[src/rtl/framebuf_wr_arb_pkg.sv]
// Shared types for the framebuffer write arbiter: FSM states and grant codes.
package framebuf_wr_arb_pkg;

    typedef enum logic {
        ST_IDLE  = 1'b0,
        ST_CLEAR = 1'b1
    } fb_state_e;

    typedef enum logic [1:0] {
        GNT_NONE = 2'd0,
        GNT_A    = 2'd1,
        GNT_B    = 2'd2
    } fb_grant_e;

endpackage

[src/rtl/fb_rr_arb2.sv]
// Two-way round-robin arbiter. Grants are combinational from the requests,
// the enable and the stored priority. After any grant, priority moves to
// the other requester.
module fb_rr_arb2 (
    input  logic clk,
    input  logic reset,
    input  logic req_a_i,
    input  logic req_b_i,
    input  logic enable_i,
    output logic gnt_a_o,
    output logic gnt_b_o
);

    // 0: A holds priority, 1: B holds priority
    logic prio_b_q, prio_b_d;

    // Priority register; reset hands priority to A
    always_ff @(posedge clk) begin
        if (reset) begin
            prio_b_q <= 1'b0;
        end else begin
            prio_b_q <= prio_b_d;
        end
    end

    // Grant selection: a lone requester always wins, a tie goes to the priority holder
    always_comb begin
        gnt_a_o  = 1'b0;
        gnt_b_o  = 1'b0;
        prio_b_d = prio_b_q;
        if (enable_i) begin
            if (req_a_i && (!req_b_i || !prio_b_q)) begin
                gnt_a_o = 1'b1;
            end else if (req_b_i) begin
                gnt_b_o = 1'b1;
            end
        end
        if (gnt_a_o) begin
            prio_b_d = 1'b1;
        end else if (gnt_b_o) begin
            prio_b_d = 1'b0;
        end
    end

endmodule

[src/rtl/framebuf_wr_arb.sv]
// Framebuffer write arbiter: round-robin between two pixel writers, an
// optional whole-buffer fill engine, and a never-stalling read port.
// The fill engine is built only when FRAMEBUF_WR_ARB_CLEAR_EN is defined;
// otherwise clr_start/clr_data are ignored and clr_busy/clr_done stay low.
module framebuf_wr_arb
    import framebuf_wr_arb_pkg::*;
#(
    parameter int ADDR_WIDTH = 10,
    parameter int DATA_WIDTH = 8
) (
    input  logic                  clk,
    input  logic                  reset,
    input  logic                  a_valid,
    output logic                  a_ready,
    input  logic [ADDR_WIDTH-1:0] a_addr,
    input  logic [DATA_WIDTH-1:0] a_data,
    input  logic                  b_valid,
    output logic                  b_ready,
    input  logic [ADDR_WIDTH-1:0] b_addr,
    input  logic [DATA_WIDTH-1:0] b_data,
    input  logic                  clr_start,
    input  logic [DATA_WIDTH-1:0] clr_data,
    output logic                  clr_busy,
    output logic                  clr_done,
    input  logic                  rd_en,
    input  logic [ADDR_WIDTH-1:0] rd_addr,
    output logic                  rd_valid,
    output logic                  ram_we,
    output logic [ADDR_WIDTH-1:0] ram_addr_w,
    output logic [DATA_WIDTH-1:0] ram_din,
    output logic [ADDR_WIDTH-1:0] ram_addr_r
);

    logic                  arb_en;
    logic                  gnt_a, gnt_b;
    fb_grant_e             grant;

    logic                  clr_wr;
    logic [ADDR_WIDTH-1:0] clr_wr_addr;
    logic [DATA_WIDTH-1:0] clr_wr_data;

    logic                  ram_we_q, ram_we_d;
    logic [ADDR_WIDTH-1:0] ram_addr_w_q, ram_addr_w_d;
    logic [DATA_WIDTH-1:0] ram_din_q, ram_din_d;
    logic                  rd_valid_q;

    fb_rr_arb2 u_arb (
        .clk      (clk),
        .reset    (reset),
        .req_a_i  (a_valid),
        .req_b_i  (b_valid),
        .enable_i (arb_en),
        .gnt_a_o  (gnt_a),
        .gnt_b_o  (gnt_b)
    );

    // A grant is only ever issued to a valid requester, so ready==grant
    // and a transfer happens exactly when a grant is raised.
    assign a_ready = gnt_a;
    assign b_ready = gnt_b;
    assign grant   = gnt_a ? GNT_A : (gnt_b ? GNT_B : GNT_NONE);

`ifdef FRAMEBUF_WR_ARB_CLEAR_EN
    fb_state_e             state_q, state_d;
    logic [ADDR_WIDTH-1:0] fill_cnt_q, fill_cnt_d;
    logic [DATA_WIDTH-1:0] fill_data_q, fill_data_d;
    logic                  clr_done_q, clr_done_d;

    // Fill FSM state, counter, latched fill value and completion pulse
    always_ff @(posedge clk) begin
        if (reset) begin
            state_q     <= ST_IDLE;
            fill_cnt_q  <= '0;
            fill_data_q <= '0;
            clr_done_q  <= 1'b0;
        end else begin
            state_q     <= state_d;
            fill_cnt_q  <= fill_cnt_d;
            fill_data_q <= fill_data_d;
            clr_done_q  <= clr_done_d;
        end
    end

    // Next state: clr_start beats the writers in IDLE; CLEAR walks every
    // address once and stops at all-ones. clr_done is registered with the
    // last fill write so both leave the block in the same cycle.
    always_comb begin
        state_d     = state_q;
        fill_cnt_d  = fill_cnt_q;
        fill_data_d = fill_data_q;
        clr_done_d  = 1'b0;
        clr_wr      = 1'b0;
        clr_wr_addr = fill_cnt_q;
        clr_wr_data = fill_data_q;
        arb_en      = 1'b0;
        case (state_q)
            ST_IDLE: begin
                if (clr_start) begin
                    state_d     = ST_CLEAR;
                    fill_cnt_d  = '0;
                    fill_data_d = clr_data;
                end else begin
                    arb_en = 1'b1;
                end
            end
            ST_CLEAR: begin
                clr_wr = 1'b1;
                if (&fill_cnt_q) begin
                    state_d    = ST_IDLE;
                    clr_done_d = 1'b1;
                end else begin
                    fill_cnt_d = fill_cnt_q + 1'b1;
                end
            end
            default: begin
                state_d = ST_IDLE;
            end
        endcase
    end

    assign clr_busy = (state_q == ST_CLEAR);
    assign clr_done = clr_done_q;
`else
    logic unused_clr;

    assign arb_en      = 1'b1;
    assign clr_wr      = 1'b0;
    assign clr_wr_addr = '0;
    assign clr_wr_data = '0;
    assign clr_busy    = 1'b0;
    assign clr_done    = 1'b0;
    assign unused_clr  = ^{clr_start, clr_data};
`endif

    // Write-port mux: fill writes, else the granted requester; address and
    // data hold their last value when no write is issued.
    always_comb begin
        ram_we_d     = 1'b0;
        ram_addr_w_d = ram_addr_w_q;
        ram_din_d    = ram_din_q;
        if (clr_wr) begin
            ram_we_d     = 1'b1;
            ram_addr_w_d = clr_wr_addr;
            ram_din_d    = clr_wr_data;
        end else begin
            case (grant)
                GNT_A: begin
                    ram_we_d     = 1'b1;
                    ram_addr_w_d = a_addr;
                    ram_din_d    = a_data;
                end
                GNT_B: begin
                    ram_we_d     = 1'b1;
                    ram_addr_w_d = b_addr;
                    ram_din_d    = b_data;
                end
                default: begin
                end
            endcase
        end
    end

    // Registered RAM write port and read-valid delay
    always_ff @(posedge clk) begin
        if (reset) begin
            ram_we_q     <= 1'b0;
            ram_addr_w_q <= '0;
            ram_din_q    <= '0;
            rd_valid_q   <= 1'b0;
        end else begin
            ram_we_q     <= ram_we_d;
            ram_addr_w_q <= ram_addr_w_d;
            ram_din_q    <= ram_din_d;
            rd_valid_q   <= rd_en;
        end
    end

    assign ram_we     = ram_we_q;
    assign ram_addr_w = ram_addr_w_q;
    assign ram_din    = ram_din_q;
    assign rd_valid   = rd_valid_q;
    assign ram_addr_r = rd_addr;

endmodule

[config.mk]
export PLATFORM = sky130hd
export DESIGN_NAME = framebuf_wr_arb
export DESIGN_NICKNAME = d
export VERILOG_FILES = /design/src/rtl/framebuf_wr_arb_pkg.sv /design/src/rtl/fb_rr_arb2.sv /design/src/rtl/framebuf_wr_arb.sv
export SDC_FILE = /design/constraint.sdc
export NUM_CORES = 1
export LEC_CHECK = 0
export ABC_AREA = 1
export BUFFER_PORTS_ARGS = -buffer_cell sky130_fd_sc_hd__clkbuf_2
export CAP_MARGIN = 10
export CELL_PAD_IN_SITES_DETAIL_PLACEMENT = 1
export CELL_PAD_IN_SITES_GLOBAL_PLACEMENT = 1
export CORE_MARGIN = 3
export CORE_UTILIZATION = 22
export DETAILED_ROUTE_END_ITERATION = 7
export PLACE_DENSITY_LB_ADDON = 0.1
export SETUP_SLACK_MARGIN = 0.05
export SYNTH_ARGS = -nofsm -noshare
export SYNTH_HDL_FRONTEND = slang
export SYNTH_SLANG_ARGS = --single-unit
[constraint.sdc]
create_clock -name clk -period 1.08 [get_ports clk]
set_input_delay 0.216 -clock clk [delete_from_list [all_inputs] [get_ports clk]]
set_output_delay 0.216 -clock clk [all_outputs]
set_load 0.005 [all_outputs]
==> out/results.txt, run 1 <==
WP data required: 0.86 ns
Seq/Total Area, Yosys: 35.86%
Core area: 4942 um^2
Reg2Reg Depth: 9
H-tree Lvls: 1
Number of vias per cell: 4.151
Worst Setup EP: b_ready
Gr usage total: 12.40%
Clk slew on worst S/H paths: 0.08 ns
Reg2Reg Launch Point: u_arb.prio_b_q
Crit-path max FO: 2
I/O Pins: 94
Starting DRT DRC Count: 13
P_leak: 0.9696 nW
Worst skew pair latency: 0.26 ns
Final setup viols: 20
DRT Pass-1 Iters: 2
Syn_area_per_cell: 7.192 um^2
Clk_skew: 0.002223 ns
Period utilisation layout: 115.4%
Hold Fails Final Rpt: 0
Non-Filler Instances: 298
Design Area, Final: 1693 um^2
Slew Limit Fails: 0
Origin of the worst setup path: u_arb.prio_b_q
Setup slack after layout: -0.1661 ns
Initial antenna violation count: 0
Fin util: 34.25%
Detailed Route WL: 3.702 mm
Initial Util: 23.72%
Crit path time final: 1.246 ns
Mapped Area: 1172 um^2
N_diodes: 0
GRT Residual Overflow: 0
YS warnings: 0
Hold buffer count at CTS: 0
Clock Path Buffers: 2
Synth area leaders: dfxtp_1 (36%), nand2_1 (26%), buf_4 (9.0%)
Fmax: 802.5 MHz
R2R Setup Slk: -0.14 ns
Unrepaired setup endpoints after global routing: yes
WL/cell: 12.42 um
Sinks on Clock Net: 21
Die area: 6241 um^2
Share of cells above drive strength 1: 46.75%
DR vias: 1,237
Cells after DPL: 284
Die height: 79 um
CP Capture Type: output port
Remaining DRCs: 0
Post-DP HPWL: 2.771 mm
DP Area: 1486 um^2
Largest net degree at the start of global routing: 12
Nets: 292
PwrDens: 1121 nW/um^2
Post-synthesis sequential element count: 21
Die Width: 79 um
Number of global-route vias before repair: 1,320
Layout area overhead: 44.40%
Layout filler cell count: 650
Cell count after synthesis: 163
CTS buffer count: 3
HP Class: in -> reg
Clk root buf: clkbuf_8
GP Congestion: 0.6989
Antenna Violating Nets Remaining: 0
Multi-input gate area: 568.0 um^2
Worst vdd ir: 412.0 uV
Buffers on Ports: 62
Yosys cell types: 17
Top cell type's share of synthesized area: 35.86%
CTS tree: yes
Maxcap violations: 0
First-pass GRT wire length: 6.127 mm
Failing checks: negative setup slack
Status: finished with violations
Setup CP Type: reg -> out
Setup_tns: -1.687 ns
Yosys top cell by area: dfxtp_1
Startpoint Class: flip-flop
WP data arrival: 1.03 ns
Register area: 421.7 um^2
R2R Path End: ram_din[2]
FP Rows: 25
worst min-delay path by stage:
stage               startpoint              to  cells after the start  slack (ns)
detailed placement       rd_en        rd_valid                      3        0.42
finish                   rd_en        rd_valid                      3        0.14
global placement         rd_en        rd_valid                      3        0.41
global route             rd_en        rd_valid                      3        0.14
floorplan                reset  u_arb.prio_b_q                      1        0.29
CTS                      rd_en        rd_valid                      3        0.13
through the flow:
step                      hold slack, ns  power, mW  worst slack (ns)
after global routing              0.1403      2.038           -0.2137
final                             0.1354      1.898           -0.1661
after detailed placement          0.4202      1.306           -0.1858
after global placement            0.4138      1.294           -0.1604
after floorplan                   0.2851      1.140           0.05234
after CTS                         0.1256      1.918           -0.1620
cell usage after synthesis, drive strengths merged:
master,instances
clkbuf,2
nand2,93
buf,17
nor2,2
conb,1
a21oi,2
nand3,19
inv,5
o21ai,1
dfxtp,21
cells in the final DEF, fill, tap and decap left out:
cell type and n:
nand3_1 18, nand2_2 11, nand2_1 79, buf_12 3, clkbuf_2 62, inv_1 1
o21ai_4 1, buf_16 1, conb_1 2, buf_4 8, nor2_1 1, a21oi_1 1
clkbuf_1 1, dfxtp_2 1, buf_8 2, buf_6 6, dfxtp_1 20, clkbuf_8 3
nand3_2 1, a21oi_4 1, inv_2 4, nand2_4 3, nor2_8 1
critical path, cell delays in order (launching register included):
cell	delay [ns]
dfxtp_2	0.34
buf_6	0.12
o21ai_4	0.16
inv_2	0.05
clkbuf_2	0.10
layer usage:
| layer | GRT usage, % | vias to the layer above | share of wire [%] |
|---|---|---|---|
| li1 | - | 623 | - |
| met1 | 15.19 | 563 | 43 |
| met2 | 21.21 | 37 | 49 |
| met3 | 2.381 | 14 | 5.9 |
| met4 | 4.983 | 0 | 1.7 |
| met5 | 0 | - | 0 |
kinds of logic after synthesis:
kind of cell	Yosys count	share of synthesized area [%]
simple gates	114	43.33
buf+inv	24	17.29
flops	21	35.86
compound gates	3	3.202
other cells	1	0.3199
cell type report:
cell class / count / share of cell area (%)
multi-input cells: 119 / 33.56
repair buffers: 82 / 32.82
flip-flops and latches: 21 / 24.91
well taps: 67 / 4.952
clock buffers: 4 / 2.661
inverters: 5 / 1.109
report_power, final:
group | internal (mW) | switching, mW | leakage, nW
Clock | 0.263 | 0.268 | 0.0228
Combinational | 0.259 | 0.242 | 0.773
Sequential | 0.835 | 0.0317 | 0.174
Total | 1.36 | 0.542 | 0.970
timing repair:
action	CTS	global route
setup endpoints to repair	21	20
cloned	1	0
gates resized for setup	10	10
pin swaps	3	4
setup buffers	6	4
registers in the layout, summed over array words and instances, names as in the netlist:
| signal | flops |
|---|---|
| ram_din | 8 |
| ram_addr_w | 10 |
| u_arb.prio_b_q | 1 |
| rd_valid | 1 |
| ram_we | 1 |
Note: power is estimated with default switching activity, not from simulation.
==> inputs of run 2 (changes only) <==
--- a/config.mk
+++ b/config.mk
@@ -10,11 +10,13 @@
 export CAP_MARGIN = 10
 export CELL_PAD_IN_SITES_DETAIL_PLACEMENT = 1
 export CELL_PAD_IN_SITES_GLOBAL_PLACEMENT = 1
+export CORE_ASPECT_RATIO = 1.4
 export CORE_MARGIN = 3
 export CORE_UTILIZATION = 22
 export DETAILED_ROUTE_END_ITERATION = 7
 export PLACE_DENSITY_LB_ADDON = 0.1
 export SETUP_SLACK_MARGIN = 0.05
+export SKIP_CTS_REPAIR_TIMING = 1
 export SYNTH_ARGS = -nofsm -noshare
 export SYNTH_HDL_FRONTEND = slang
 export SYNTH_SLANG_ARGS = --single-unit
==> run 2 against run 1 <==
The run still ends with negative setup slack left. Clock skew decreased by 0.0010 ns. Wire length shrank 4.2%. Sequential power is essentially flat. Hold slack worse by 0.00053 ns. Cell count down 1.7%. Via count shrank 1.9%. Critical endpoint is now a_ready.
==> out/results.txt, run 2 (synthesis gave the netlist of run 1 again) <==
Startpoint Class: flip-flop
N_diodes: 0 (unchanged)
Commonest non-fill, non-tap cells in the layout: nand2_1 (81), clkbuf_2 (62), dfxtp_1 (20)
Clk_skew: 0.001223 ns (-0.0009996 ns)
Gr usage total: 10.95% (-1.4 points)
Number of vias per cell: 4.143 (-0.18%)
Sinks on Clock Net: 21 (unchanged)
Origin of the worst setup path: u_arb.prio_b_q
P_leak: 0.9389 nW (-3.2%)
Share of cells above drive strength 1: 44.98% (-1.8 points)
Core area: 4992 um^2 (+1.0%)
Worst skew pair latency: 0.26 ns (about the same)
Final setup viols: 20 (unchanged)
Setup slack after layout: -0.1643 ns (+0.001730 ns)
Antenna Violating Nets Remaining: 0 (unchanged)
Clk root buf: clkbuf_8
Worst Setup EP: a_ready
WP data required: 0.86 ns (about the same)
Crit path time final: 1.244 ns (-0.001730 ns)
FP Rows: 30 (+20%)
WP data arrival: 1.03 ns (about the same)
Layout filler cell count: 657 (+1.1%)
Detailed Route WL: 3.548 mm (-4.2%)
Largest net degree at the start of global routing: 20 (+8)
Crit-path max FO: 6 (+4)
Hold Fails Final Rpt: 0 (unchanged)
Post-DP HPWL: 2.749 mm (-0.78%)
Design Area, Final: 1609 um^2 (-5.0%)
Reg2Reg Depth: 7 (-2)
Fmax: 803.6 MHz (+0.14%)
DR vias: 1,214 (-1.9%)
Number of global-route vias before repair: 1,215 (-8.0%)
CP Capture Type: output port
Die area: 6253 um^2 (+0.20%)
R2R Setup Slk: -0.06 ns (+0.08 ns)
Setup CP Type: reg -> out
DRT Pass-1 Iters: 4 (+2)
Initial Util: 23.48% (-0.24 points)
Setup_tns: -1.277 ns (+0.4100 ns)
Starting DRT DRC Count: 7 (-6)
WL/cell: 12.11 um (-2.5%)
Worst vdd ir: 420.9 uV (+2.2%)
Period utilisation layout: 115.2% (-0.16 points)
DP Area: 1450 um^2 (-2.4%)
CTS tree: yes
Reg2Reg Launch Point: u_arb.prio_b_q
Leading cell type in the layout, fill and taps excluded: nand2_1
Unrepaired setup endpoints after global routing: yes
Buffers on Ports: 62 (unchanged)
Max reg flops: 10 (unchanged)
Die Width: 67.70 um (-14%)
Nets: 290 (-0.68%)
H-tree Lvls: 1 (unchanged)
I/O Pins: 94 (unchanged)
Remaining DRCs: 0 (unchanged)
Status: finished with violations
R2R Path End: ram_addr_w[0]
Slew Limit Fails: 0 (unchanged)
Failing checks: negative setup slack
Clk slew on worst S/H paths: 0.08 ns (about the same)
Initial antenna violation count: 0 (unchanged)
HP Class: in -> reg
Die height: 92.38 um (+17%)
Multi-input gate area: 569.3 um^2 (+0.22%)
Register area: 424.2 um^2 (+0.59%)
First-pass GRT wire length: 5.347 mm (-13%)
Layout area overhead: 37.25%
Clock Path Buffers: 2 (unchanged)
GRT Residual Overflow: 0 (unchanged)
GP Congestion: 0.6685 (-4.3%)
Fin util: 32.23% (-2.0 points)
CTS buffer count: 3 (unchanged)
Maxcap violations: 0 (unchanged)
PwrDens: 1141 nW/um^2 (+1.7%)
## run 2: final cells by class
class	count	area share, %
clock inverters	1	0.3110
inverters	5	1.166
repair buffers	79	29.24
multi-input cells	120	35.38
well taps	64	4.977
flip-flops and latches	21	26.36
clock buffers	3	2.566
## run 2: worst max-delay path: stages (launching register included)
cell	delay (ns)
dfxtp_4	0.39
nand2_4	0.06
nand2_4	0.09
buf_8	0.11
inv_2	0.03
clkbuf_2	0.09
## run 2: through the flow
stage	setup WS (ns)	hold slack [ns]	cells	power (mW)
4_1_cts	-0.3778	0.1306	284	1.824
2_1_floorplan	0.05234	0.2851	164	1.140
3_3_place_gp	-0.1014	0.4164	280	1.281
3_5_place_dp	-0.1527	0.4151	280	1.291
5_1_grt	-0.2019	0.1443	293	1.955
6_report	-0.1643	0.1349	293	1.836
## run 2: how the worst min path moves through the flow
stage / slack, ns / cells after the start / start / to
global placement: 0.42 / 3 / rd_en / rd_valid
detailed placement: 0.42 / 3 / rd_en / rd_valid
CTS: 0.13 / 3 / rd_en / rd_valid
finish: 0.13 / 3 / rd_en / rd_valid
floorplan: 0.29 / 1 / reset / u_arb.prio_b_q
global route: 0.14 / 3 / rd_en / rd_valid
## run 2: metal layers
| metal | track usage (%) | wire length, um |
|---|---|---|
| met5 | 0 | 0 |
| met4 | 4.061 | 46 |
| met3 | 2.791 | 354 |
| met2 | 19.01 | 1700 |
| met1 | 12.44 | 1446 |
## run 2: where the power goes
group / internal (mW) / switching (mW)
sequential: 0.833 / 0.0321
combinational: 0.222 / 0.227
clock: 0.257 / 0.263
==> inputs of run 3 (changes only) <==
--- a/config.mk
+++ b/config.mk
@@ -14,7 +14,8 @@
 export CORE_MARGIN = 3
 export CORE_UTILIZATION = 22
 export DETAILED_ROUTE_END_ITERATION = 7
-export PLACE_DENSITY_LB_ADDON = 0.1
+export PLACE_DENSITY_LB_ADDON = 0.15
+export RECOVER_POWER = 100
 export SETUP_SLACK_MARGIN = 0.05
 export SKIP_CTS_REPAIR_TIMING = 1
 export SYNTH_ARGS = -nofsm -noshare
==> run 3 against run 2 <==
The flow still finishes with violations (negative setup slack). Largest power group unchanged. Critical path type unchanged. Critical path depth unchanged. Die area unchanged. Sequential share of layout area about the same. Sequential cell count unchanged. Largest cell class unchanged. Wire length down 11%.
==> out/results.txt, run 3 (synthesis gave the netlist of run 1 again) <==
Share of cells above drive strength 1: 43.81% (-1.2 points)
Post-DP HPWL: 2.562 mm (-6.8%)
Maxcap violations: 0 (unchanged)
WHS: 0.1425 ns (+0.007581 ns)
Final setup viols: 20 (unchanged)
Core area: 4992 um^2 (unchanged)
Nets: 287 (-1.0%)
WL/cell: 10.84 um (-10%)
Cells after DPL: 282 (+0.71%)
Die height: 92.38 um (unchanged)
Failing checks: negative setup slack
Buffers on Ports: 62 (unchanged)
Switching portion of total power: 27.82% (-0.64 points)
Fmax: 828.6 MHz (+3.1%)
CTS tree: yes
Met2 WL: 1.345 mm (-21%)
Die Width: 67.70 um (unchanged)
Clk_skew: 0.003947 ns (+0.002723 ns)
Detailed Route WL: 3.143 mm (-11%)
Max reg flops: 10 (unchanged)
Design Area, Final: 1610 um^2 (about the same)
Period utilisation layout: 111.7% (-3.5 points)
H-tree Lvls: 1 (unchanged)
Number of vias per cell: 3.990 (-3.7%)
GRT Residual Overflow: 0 (unchanged)
Sequential power share: 47.3% (about the same)
Leading cell type in the layout, fill and taps excluded: nand2_1
Crit-path max FO: 5 (-1)
Clock Path Buffers: 2 (unchanged)
Sinks on Clock Net: 21 (unchanged)
Non-Filler Instances: 290 (-1.0%)
PwrDens: 1134 nW/um^2 (-0.59%)
Met1 wire length: 1.417 mm (-2.0%)
Unrepaired setup endpoints after global routing: yes
Slew Limit Fails: 0 (unchanged)
Number of global-route vias before repair: 1,174 (-3.4%)
Clk root buf: clkbuf_8
Clock network power share: 28.2% (-0.2 points)
DP Area: 1515 um^2 (+4.5%)
Sw Pwr: 508.1 uW (-2.8%)
Comb power frac: 24.4% (about the same)
Antenna Violating Nets Remaining: 0 (unchanged)
Worst skew pair latency: 0.26 ns (about the same)
Initial antenna violation count: 0 (unchanged)
DRT Pass-1 Iters: 2 (-2)
Starting DRT DRC Count: 19 (+12)
Crit path time final: 1.207 ns (-0.03748 ns)
HP Class: in -> reg
CTS buffer count: 3 (unchanged)
Commonest non-fill, non-tap cells in the layout: nand2_1 (81), clkbuf_2 (61), dfxtp_1 (20)
CP Capture Type: output port
GP Congestion: 0.7416 (+11%)
DR vias: 1,157 (-4.7%)
WP data arrival: 0.99 ns (-0.04 ns)
Startpoint Class: flip-flop
Highest Signal Layer: met4
WP data required: 0.86 ns (about the same)
Initial Util: 23.48% (unchanged)
P_leak: 0.9376 nW (-0.14%)
Internal power: 1.318 mW (+0.38%)
Met3 routed WL: 362 um (+2.3%)
Largest net degree at the start of global routing: 15 (-25%)
Hold Fails Final Rpt: 0 (unchanged)
Layout area overhead: 37.35% (about the same)
Clk slew on worst S/H paths: 0.08 ns (about the same)
Status: finished with violations
FP Rows: 30 (unchanged)
Setup CP Type: reg -> out
Gr usage total: 10.23% (-0.72 points)
Fin util: 32.26% (about the same)
Die area: 6253 um^2 (unchanged)
Remaining DRCs: 0 (unchanged)
I/O Pins: 94 (unchanged)
Worst vdd ir: 296.6 uV (-30%)
First-pass GRT wire length: 5.037 mm (-5.8%)
Setup_tns: -0.9077 ns (+0.3698 ns)
Setup slack after layout: -0.1269 ns (+0.03749 ns)
N_diodes: 0 (unchanged)
## run 3: routing by layer
metal / GRT usage [%] / up-vias
met3: 3.519 / 2
met4: 2.538 / 0
met5: 0 / -
li1: - / 612
met1: 12.04 / 487
met2: 17.30 / 56
## run 3: layout make-up
cell class	instances	area [um^2]
inverters	5	18.77
repair buffers	77	483.0
clock buffers	3	41.29
well taps	64	80.08
fillers	647	3382
clock inverters	1	5.005
multi-input cells	119	558.0
flip-flops and latches	21	424.2
## run 3: power groups by stage
stage	Sequential (mW)	Clock (mW)	Combinational [mW]
floorplan	0.887	0	0.253
global placement	0.881	0	0.438
detailed placement	0.883	0	0.436
CTS	0.865	0.549	0.438
global route	0.873	0.576	0.507
finish	0.864	0.516	0.446
## run 3: worst paths after layout
path,cells past startpoint,end,slack [ns],startpoint
min,3,rd_valid,0.14,rd_en
max reg2reg,8,ram_din[1],-0.05,u_arb.prio_b_q
max,5,a_ready,-0.13,u_arb.prio_b_q
min reg2reg,2,ram_addr_w[9],0.45,ram_addr_w[9]
## run 3: metrics by stage
stage / total power, mW / setup slack (ns)
floorplan: 1.140 / 0.05234
global placement: 1.319 / -0.02775
detailed placement: 1.319 / -0.03429
CTS: 1.853 / -0.2922
global route: 1.956 / -0.1650
finish: 1.826 / -0.1269
## run 3: critical path, stage by stage, from the launching register on
cell      delay, ns
dfxtp_4        0.37
nand2_4        0.06
nand2_4        0.06
buf_12         0.12
inv_2          0.03
clkbuf_2       0.09
